===== src/rtl/if_fetch_stage_pkg.sv =====
`default_nettype none
// ============================================================================
//  Module      : if_fetch_stage_pkg
//  Description : Shared constants and types for the instruction-fetch stage
//                and its IF/ID pipeline register.
//  Revision    : 1.0 - initial release
// ============================================================================
package if_fetch_stage_pkg;

  localparam int          XLEN_DEF  = 32;
  localparam logic [31:0] NOP_INSTR = 32'h0000_0013;  // addi x0, x0, 0

  typedef logic [1:0] fetch_state_t;

  localparam fetch_state_t ST_IDLE = 2'd0;  // only after reset
  localparam fetch_state_t ST_REQ  = 2'd1;  // request to imem at pc
  localparam fetch_state_t ST_HOLD = 2'd2;  // response parked while ID stalls
  localparam fetch_state_t ST_DROP = 2'd3;  // waiting to discard a stale response

endpackage
`default_nettype wire


===== src/rtl/if_fetch_stage_ifid_reg.sv =====
`default_nettype none
// ============================================================================
//  Module      : if_fetch_stage_ifid_reg
//  Description : IF/ID pipeline register. Kill (flush) beats load, load beats
//                bubble; with no control asserted the contents are held.
//  Revision    : 1.0 - initial release
// ============================================================================
module if_fetch_stage_ifid_reg
  import if_fetch_stage_pkg::*;
#(
  parameter int XLEN = XLEN_DEF
) (
  input  logic            clk,
  input  logic            rst_n,
  input  logic            kill_i,
  input  logic            load_i,
  input  logic            bubble_i,
  input  logic [XLEN-1:0] pc_i,
  input  logic [31:0]     instr_i,
  output logic [XLEN-1:0] pc_o,
  output logic [31:0]     instr_o,
  output logic            valid_o
);

  logic [XLEN-1:0] pc_q, pc_d;
  logic [31:0]     instr_q, instr_d;
  logic            valid_q, valid_d;

  // Select the next register contents from the kill/load/bubble controls.
  always_comb begin
    pc_d    = pc_q;
    instr_d = instr_q;
    valid_d = valid_q;
    if (kill_i) begin
      pc_d    = '0;
      instr_d = NOP_INSTR;
      valid_d = 1'b0;
    end else if (load_i) begin
      pc_d    = pc_i;
      instr_d = instr_i;
      valid_d = 1'b1;
    end else if (bubble_i) begin
      instr_d = NOP_INSTR;
      valid_d = 1'b0;
    end
  end

  // Register state, cleared to an empty NOP slot on reset.
  always_ff @(posedge clk or negedge rst_n) begin
    if (!rst_n) begin
      pc_q    <= '0;
      instr_q <= NOP_INSTR;
      valid_q <= 1'b0;
    end else begin
      pc_q    <= pc_d;
      instr_q <= instr_d;
      valid_q <= valid_d;
    end
  end

  assign pc_o    = pc_q;
  assign instr_o = instr_q;
  assign valid_o = valid_q;

endmodule
`default_nettype wire


===== src/rtl/if_fetch_stage.sv =====
`default_nettype none
// ============================================================================
//  Module      : if_fetch_stage
//  Description : Instruction-fetch stage. Owns the PC, keeps exactly one
//                request outstanding to instruction memory, and feeds the
//                IF/ID register. Handles load-use stall and branch flush.
//  Revision    : 1.0 - initial release
// ============================================================================
module if_fetch_stage
  import if_fetch_stage_pkg::*;
#(
  parameter int              XLEN     = XLEN_DEF,
  parameter logic [XLEN-1:0] RESET_PC = '0
) (
  input  logic            clk,
  input  logic            rst_n,
  input  logic            stall_i,
  input  logic            flush_i,
  input  logic [XLEN-1:0] branch_target_i,
  output logic            imem_req_o,
  output logic [XLEN-1:0] imem_addr_o,
  input  logic [31:0]     imem_rdata_i,
  input  logic            imem_valid_i,
  output logic [XLEN-1:0] ifid_pc_o,
  output logic [31:0]     ifid_instr_o,
  output logic            ifid_valid_o,
  output logic            fetch_busy_o
);

  fetch_state_t    state_q, state_d;
  logic [XLEN-1:0] pc_q, pc_d;
  logic [XLEN-1:0] addr_q, addr_d;   // address of the request on the bus
  logic            req_q, req_d;
  logic [31:0]     buf_q, buf_d;     // response parked during a stall

  logic            ifid_kill, ifid_load, ifid_bubble;
  logic [31:0]     ifid_instr_in;
  logic [XLEN-1:0] target_aligned;
  logic [XLEN-1:0] pc_plus4;

  assign target_aligned = branch_target_i & ~XLEN'(3);
  assign pc_plus4       = pc_q + XLEN'(4);

  // Fetch FSM: next state, PC, hold buffer and IF/ID controls.
  always_comb begin
    state_d       = state_q;
    pc_d          = pc_q;
    buf_d         = buf_q;
    ifid_kill     = 1'b0;
    ifid_load     = 1'b0;
    ifid_bubble   = 1'b0;
    ifid_instr_in = imem_rdata_i;
    case (state_q)
      ST_IDLE: begin
        state_d = ST_REQ;
        if (flush_i) begin
          pc_d      = target_aligned;
          ifid_kill = 1'b1;
        end
      end
      ST_REQ: begin
        if (flush_i) begin
          // A response arriving with the flush closes the old request, so a
          // new one can go straight out; otherwise wait to discard it.
          pc_d      = target_aligned;
          ifid_kill = 1'b1;
          state_d   = imem_valid_i ? ST_REQ : ST_DROP;
        end else if (imem_valid_i && stall_i) begin
          buf_d   = imem_rdata_i;
          state_d = ST_HOLD;
        end else if (imem_valid_i) begin
          ifid_load = 1'b1;
          pc_d      = pc_plus4;
        end else if (!stall_i) begin
          ifid_bubble = 1'b1;
        end
      end
      ST_HOLD: begin
        if (flush_i) begin
          pc_d      = target_aligned;
          ifid_kill = 1'b1;
          state_d   = ST_REQ;
        end else if (!stall_i) begin
          ifid_load     = 1'b1;
          ifid_instr_in = buf_q;
          pc_d          = pc_plus4;
          state_d       = ST_REQ;
        end
      end
      ST_DROP: begin
        if (flush_i) begin
          pc_d      = target_aligned;
          ifid_kill = 1'b1;
        end else if (!stall_i) begin
          ifid_bubble = 1'b1;
        end
        // The stale response ends the old request; a flush arriving with it
        // has already retargeted pc, so the new request uses that.
        if (imem_valid_i) begin
          state_d = ST_REQ;
        end
      end
      default: begin
        state_d = ST_IDLE;
      end
    endcase
  end

  // Request/address outputs follow the next state; DROP keeps the old address.
  always_comb begin
    req_d  = (state_d == ST_REQ) || (state_d == ST_DROP);
    addr_d = (state_d == ST_REQ) ? pc_d : addr_q;
  end

  // Fetch state registers.
  always_ff @(posedge clk or negedge rst_n) begin
    if (!rst_n) begin
      state_q <= ST_IDLE;
      pc_q    <= RESET_PC;
      addr_q  <= RESET_PC;
      req_q   <= 1'b0;
      buf_q   <= NOP_INSTR;
    end else begin
      state_q <= state_d;
      pc_q    <= pc_d;
      addr_q  <= addr_d;
      req_q   <= req_d;
      buf_q   <= buf_d;
    end
  end

  if_fetch_stage_ifid_reg #(
    .XLEN (XLEN)
  ) u_ifid_reg (
    .clk      (clk),
    .rst_n    (rst_n),
    .kill_i   (ifid_kill),
    .load_i   (ifid_load),
    .bubble_i (ifid_bubble),
    .pc_i     (pc_q),
    .instr_i  (ifid_instr_in),
    .pc_o     (ifid_pc_o),
    .instr_o  (ifid_instr_o),
    .valid_o  (ifid_valid_o)
  );

  assign imem_req_o   = req_q;
  assign imem_addr_o  = addr_q;
  assign fetch_busy_o = ((state_q == ST_REQ) && !imem_valid_i) || (state_q == ST_DROP);

endmodule
`default_nettype wire


===== config.mk =====
export PLATFORM = sky130hd
export DESIGN_NAME = if_fetch_stage
export DESIGN_NICKNAME = d
export VERILOG_FILES = /design/src/rtl/if_fetch_stage_pkg.sv /design/src/rtl/if_fetch_stage_ifid_reg.sv /design/src/rtl/if_fetch_stage.sv
export SDC_FILE = /design/constraint.sdc
export NUM_CORES = 1
export LEC_CHECK = 0
export CAP_MARGIN = 25
export CORE_ASPECT_RATIO = 0.9
export CORE_MARGIN = 5
export CORE_UTILIZATION = 53
export DETAILED_ROUTE_END_ITERATION = 8
export PLACE_DENSITY = 0.81
export SYNTH_ARGS = -nofsm -noshare
export SYNTH_HDL_FRONTEND = slang
export SYNTH_SLANG_ARGS = --single-unit

===== constraint.sdc =====
create_clock -name clk -period 3 [get_ports clk]
set_input_delay 0.45 -clock clk [delete_from_list [all_inputs] [get_ports clk]]
set_output_delay 0.45 -clock clk [all_outputs]
set_load 0.1 [all_outputs]

==> flow_summary.yaml, run 1 <==
yosys:
  synth_ff_type: "dfrtp_1"
  syn-num-nets: 1003
  synth_fa_ha_area_share_pct: 0.698
  synth_compound_area_share_pct: 19.4
  yosys.area_share.simple_pct: 18.9
  ys_async_sr_fraction_pct: 100
  synth_edf_count: 0
  syn_inst: 929
  syn_area_um2: 8960
  synth_cell_types: 79
  synthXorXnorAreaFrac_pct: 0.195
  synth_area_per_cell_um2: 9.65
  synth_seq_cells: 164
  synthMuxAreaShare_pct: 10.2
  yosys_warnings: 0
  synth_top_family_by_area: "compound AO/OA/AOI/OAI gates"
  seq_area_frac_synth_pct: 45.9
timing:
  tns_ns: 0
  rsz0062_at_grt: "false"
  fmax_ghz: 0.352
  relSlewSlack_pct: 53.2
  skew_ns: 0.0143
  period_minus_slack_ns: 2.84
  tightest_slew_ns: 0.693
  post-route-period-util_pct: 94.6
  slew_viol_final: 0
  hold_violations: 0
  finalSetupViolCount: 0
clock_network:
  post_cts_buffers: 0
  insertion_delay_ns: 0.44
  cts_buffers: 17
  cts_tree: "yes"
  cts.path.max_buffers: 2
  clkTransAtPathRegs_ns: 0.07
  cts-root-buf: "clkbuf_16"
  htreeDepth: 4
  clock_sinks: 164
  post_cts_resized: 0
finish:
  final_layout_size_suffix_gt1_share_pct: 25.4
  fillers: 1302
  multi_input_area_um2: 4450
  final_common_cell: "buf_4"
  insertedDiodeCount: 0
  num-nets-final: 1181
  syn_to_final_growth_pct: 29.4
  fin_area_um2: 11600
  most-common-layout-cells: "buf_4 (162), dfrtp_1 (158), nand2_1 (105)"
  register_area_um2: 4110
placement:
  port_buffers: 165
  hpwl_mm: 22.1
  place_congestion: 1.01
  dpl_cell_area_um2: 10900
die:
  rows: 45
  initial_core_util_pct: 53.6
  fp.coreArea_um2: 16700
  die_height_um: 133
  boundaryPins: 168
  die_w_um: 147
  dieArea_um2: 19600
route:
  drt-total-wl_mm: 30.9
  ant_nets: 0
  dr.pass1.iters: 7
  vias: 8508
  drc: 0
  drt_iter0_drc: 906
  avgViaCountPerCell: 6.39
  wl_per_cell_um: 23.2
global_route:
  grt_pass1_vias: 8384
  grt_first_pass_wirelength_mm: 48.8
  grt_max_degree: 57
  antenna_found_initial: 0
  overflow: 0
  track_usage_pct: 31.6
power:
  power_density_nw_per_um2: 1160
  max-vdd-ir-drop_mv: 0.947
  p_leak_nw: 5.17
critical_path:
  cp.required_ns: 2.55
  setup.worst_path.end_class: "output port"
  path_max_fanout: 11
  cpPeakStageDelay_ns: 0.45
  cp_common_cell: "nand2b_1"
  worstSetupPathType: "reg2out"
  ff2ff_path_depth: 8
  crit_chain: "inv_1, ha_1, buf_4, nand2b_1, nand2b_1, buf_12"
  worst_path_max_delay_cell: "dfrtp_1"
  worst_ep_arrival_time_ns: 2.39
  startpoint_type: "register"
status:
  status: "completed"
hold_path:
  min_path_type: "in2async"
run:
  maxCapViolCount: 0
## area by class of cell
class / count / share of cell area (%)
Inverter: 23 / 0.745
Multi-Input combinational cell: 664 / 38.4
Timing Repair Buffer: 237 / 17.6
Tap cell: 211 / 2.28
Clock inverter: 15 / 1.81
Sequential cell: 164 / 35.5
Clock buffer: 17 / 3.67
## stage by stage
stage | std cells | utilization (%) | setup slack (ns) | hold slack (ns) | power [mW]
floorplan | 929 | - | 0.617 | 0.154 | 8.69
global placement | 1298 | 65.5 | 0.303 | 0.372 | 10.9
detailed placement | 1298 | 65.5 | 0.281 | 0.379 | 11.1
CTS | 1331 | 69.3 | 0.189 | 0.470 | 13.4
global route | 1331 | 69.3 | 0.0897 | 0.509 | 14.0
finish | 1331 | 69.3 | 0.162 | 0.467 | 13.5
## critical path: cells and delay by family, from the launching register on
kind	cells	cell delay, ns
fa+ha+maj	1	0.41
buf+inv	3	0.59
simple gates	2	0.50
flops	1	0.45
## cell usage after synthesis (7+ instances only)
master     count  area share [%]
a211oi_1       7            0.59
a21oi_1       31             1.7
a22oi_1        7            0.59
a31oi_1       19             1.3
and3_1         7            0.49
buf_1          9            0.38
buf_2         20             1.1
clkbuf_1      46             1.9
dfrtp_1      158              44
inv_1         19            0.80
mux2_2        47             5.9
mux2i_1       38             4.2
nand2_1      105             4.4
nand2b_1      17             1.2
nand3_1       32             1.8
nand4_1       19             1.3
nor2_1        36             1.5
nor2b_1       12            0.84
nor3_1        23             1.3
nor4_1        16             1.1
o211ai_1       8            0.67
o21ai_0       72             4.0
o2bb2ai_1     29             2.8
o31ai_1        9            0.75
or4_1          9            0.75
## routing by layer
metal | track usage (%) | vias to the layer above | wire length, µm
met1 | 46.0 | 4156 | 13500
li1 | - | 3831 | -
met3 | 6.02 | 80 | 2610
met4 | 12.3 | 0 | 1060
met2 | 47.0 | 441 | 13800
met5 | 0 | - | 0
## path summary, 6_finish.rpt
kind,slack (ns),from,end
setup reg to reg,0.30,state_q[1]$_DFF_PN0_,imem_addr_o[18]$_DFFE_PN0N_
setup / recovery,0.16,state_q[1]$_DFF_PN0_,fetch_busy_o
hold reg to reg,0.49,pc_q[1]$_DFF_PN0_,u_ifid_reg.pc_o[1]$_DFFE_PN0P_
hold / removal,0.47,rst_n,pc_q[14]$_DFF_PN0_
min in group clk,0.49,pc_q[1]$_DFF_PN0_,u_ifid_reg.pc_o[1]$_DFFE_PN0P_
max in group asynchronous,1.71,rst_n,u_ifid_reg.instr_o[0]$_DFFE_PN1P_
## flip-flops by register name (all words and copies together) (netlist names)
signal	count
pc_q	32
imem_addr_o	32
u_ifid_reg.pc_o	32
u_ifid_reg.valid_o	1
imem_req_o	1
u_ifid_reg.instr_o	32
state_q	2
buf_q	32
## repair_timing
| action | in CTS | in global routing |
|---|---|---|
| hold buffers | 1 | 0 |
| endpoints found under the setup margin | 0 | 0 |
| endpoints found under the hold margin | 35 | 0 |
## cells by family after synthesis
| kind of cell | after synthesis |
|---|---|
| flops | 164 |
| simple gates | 319 |
| xor+xnor | 2 |
| buf+inv | 101 |
| fa+ha+maj | 5 |
| compound gates | 253 |
| mux | 85 |
## power breakdown
part | total [mW] | internal, mW | switching [mW]
clock network | 2.32 | 1.22 | 1.10
registers | 3.63 | 3.00 | 0.629
logic | 7.51 | 2.22 | 5.29
Note: power is estimated with default switching activity, not from simulation.
==> inputs of run 2 (changes only) <==
Settings changed: RECOVER_POWER from default to 25.
==> flow_summary.yaml, run 2 (synthesis results as in run 1) <==
die:
  boundaryPins: 168
  dieArea_um2: 19600
  rows: 45
  initial_core_util_pct: 53.6
  fp.coreArea_um2: 16700
  die_height_um: 133
  die_w_um: 147
placement:
  dp_cells: 1298
  pre_cts_slack_ns: 0.281
  hpwl_mm: 22.1
  port_buffers: 165
  place_congestion: 1.01
timing:
  relSlewSlack_pct: 19.5
  fin_hold_ws_ns: 0.459
  skew_ns: 0.0142
  finalSetupViolCount: 0
  period_minus_slack_ns: 2.84
  tns_ns: 0
  fin_ws_ns: 0.156
  rsz0062_at_grt: "false"
  post-route-period-util_pct: 94.8
  tightest_slew_ns: 1.21
  hold_violations: 0
  slew_viol_final: 0
  fmax_ghz: 0.352
critical_path:
  crit_family: "buffers and inverters"
  cp.required_ns: 2.55
  worst_ep_arrival_time_ns: 2.39
  cp-startpoint: "state_q[1]$_DFF_PN0_"
  path_max_fanout: 11
  worstSetupPathType: "reg2out"
  r2r_start: "state_q[1]$_DFF_PN0_"
  setup.worst_path.end_class: "output port"
  startpoint_type: "register"
  cpPeakStageDelay_ns: 0.45
  cp_common_cell: "nand2b_1"
  crit_buf_inv: 3
  worst_path_max_delay_cell: "dfrtp_1"
  crit_chain: "inv_1, ha_1, buf_4, nand2b_1, nand2b_1, buf_12"
finish:
  num-nets-final: 1181
  most-common-layout-cells: "buf_4 (161), dfrtp_1 (158), nand2_1 (105)"
  final_layout_size_suffix_gt1_share_pct: 25.2
  final_common_cell: "buf_4"
  insertedDiodeCount: 0
  fillers: 1308
  final_cells: 1331
  syn_to_final_growth_pct: 29.0
clock_network:
  clkTransAtPathRegs_ns: 0.08
  post_cts_buffers: 0
  cts_tree: "yes"
  cts.path.max_buffers: 2
  clock_sinks: 164
  cts-root-buf: "clkbuf_16"
  htreeDepth: 4
  cts_buffers: 17
  insertion_delay_ns: 0.44
global_route:
  grt_pass1_vias: 8384
  grt_max_degree: 57
  grt_first_pass_wirelength_mm: 48.8
  antenna_found_initial: 0
  overflow: 0
  track_usage_pct: 31.6
run:
  maxCapViolCount: 0
route:
  wl_per_cell_um: 23.3
  vias: 8557
  drt-total-wl_mm: 31.0
  drc: 0
  dr.pass1.iters: 5
  drt_iter0_drc: 920
  avgViaCountPerCell: 6.43
  ant_nets: 0
power:
  p_leak_nw: 5.16
  power_density_nw_per_um2: 1160
  max-vdd-ir-drop_mv: 0.948
status:
  status: "completed"
hold_path:
  min_path_type: "in2async"
-- run 2: cell types whose count changed in the layout (fill, tap and decap cells not counted), sizes merged --
cell,previous run,this run
buf,172,168
clkbuf,17,21
-- run 2: what timing repair did --
item / 4_1_cts / 5_1_grt
resized for setup: 0 / 0
endpoints found under the hold margin: 35 / 0
hold buffers: 1 / 0
-- run 2: path summary, 6_finish.rpt --
check | end | slack [ns] | depth (start not counted)
setup reg to reg | imem_addr_o[18]$_DFFE_PN0N_ | 0.31 | 8
hold reg to reg | u_ifid_reg.pc_o[1]$_DFFE_PN0P_ | 0.49 | 2
hold / removal | pc_q[14]$_DFF_PN0_ | 0.46 | 2
setup / recovery | fetch_busy_o | 0.16 | 6
max in group asynchronous | pc_q[18]$_DFF_PN0_ | 1.04 | 3
min in group clk | u_ifid_reg.pc_o[1]$_DFFE_PN0P_ | 0.49 | 2
-- run 2: stage by stage --
stage | util [%] | power [mW] | instance area [µm²]
after floorplan | - | 8.69 | 8960
after global placement | 65.5 | 10.9 | 10900
after detailed placement | 65.5 | 11.1 | 10900
after CTS | 69.3 | 13.4 | 11600
after global routing | 69.1 | 14.0 | 11600
final | 69.1 | 13.5 | 11600
-- run 2: area by class of cell --
cell class                      count  area (µm²)  area share [%]
Multi-Input combinational cell    664        4450            38.5
Sequential cell                   164        4110            35.6
Timing Repair Buffer              237        2010            17.4
Clock buffer                       17         425            3.68
Tap cell                          211         264            2.28
Clock inverter                     15         210            1.82
Inverter                           23        86.3           0.747
-- run 2: metal layers --
metal,vias to the layer above,GRT usage [%],wire [µm]
met3,74,6.02,2690
met2,440,47.0,13800
met1,4207,46.0,13400
met4,0,12.3,1040
li1,3836,-,-
met5,-,0,0
-- run 2: report_power, final --
group | total (mW) | switching [mW] | internal (mW)
logic | 7.51 | 5.30 | 2.21
registers | 3.63 | 0.628 | 3.00
clock network | 2.32 | 1.10 | 1.22
total | 13.5 | 7.02 | 6.44
==> inputs of run 3 (changes only) <==
Settings changed: SKIP_LAST_GASP from default to 1.
==> results of run 3 <==
The final DEF is identical to that of run 2; final timing and power are the same.
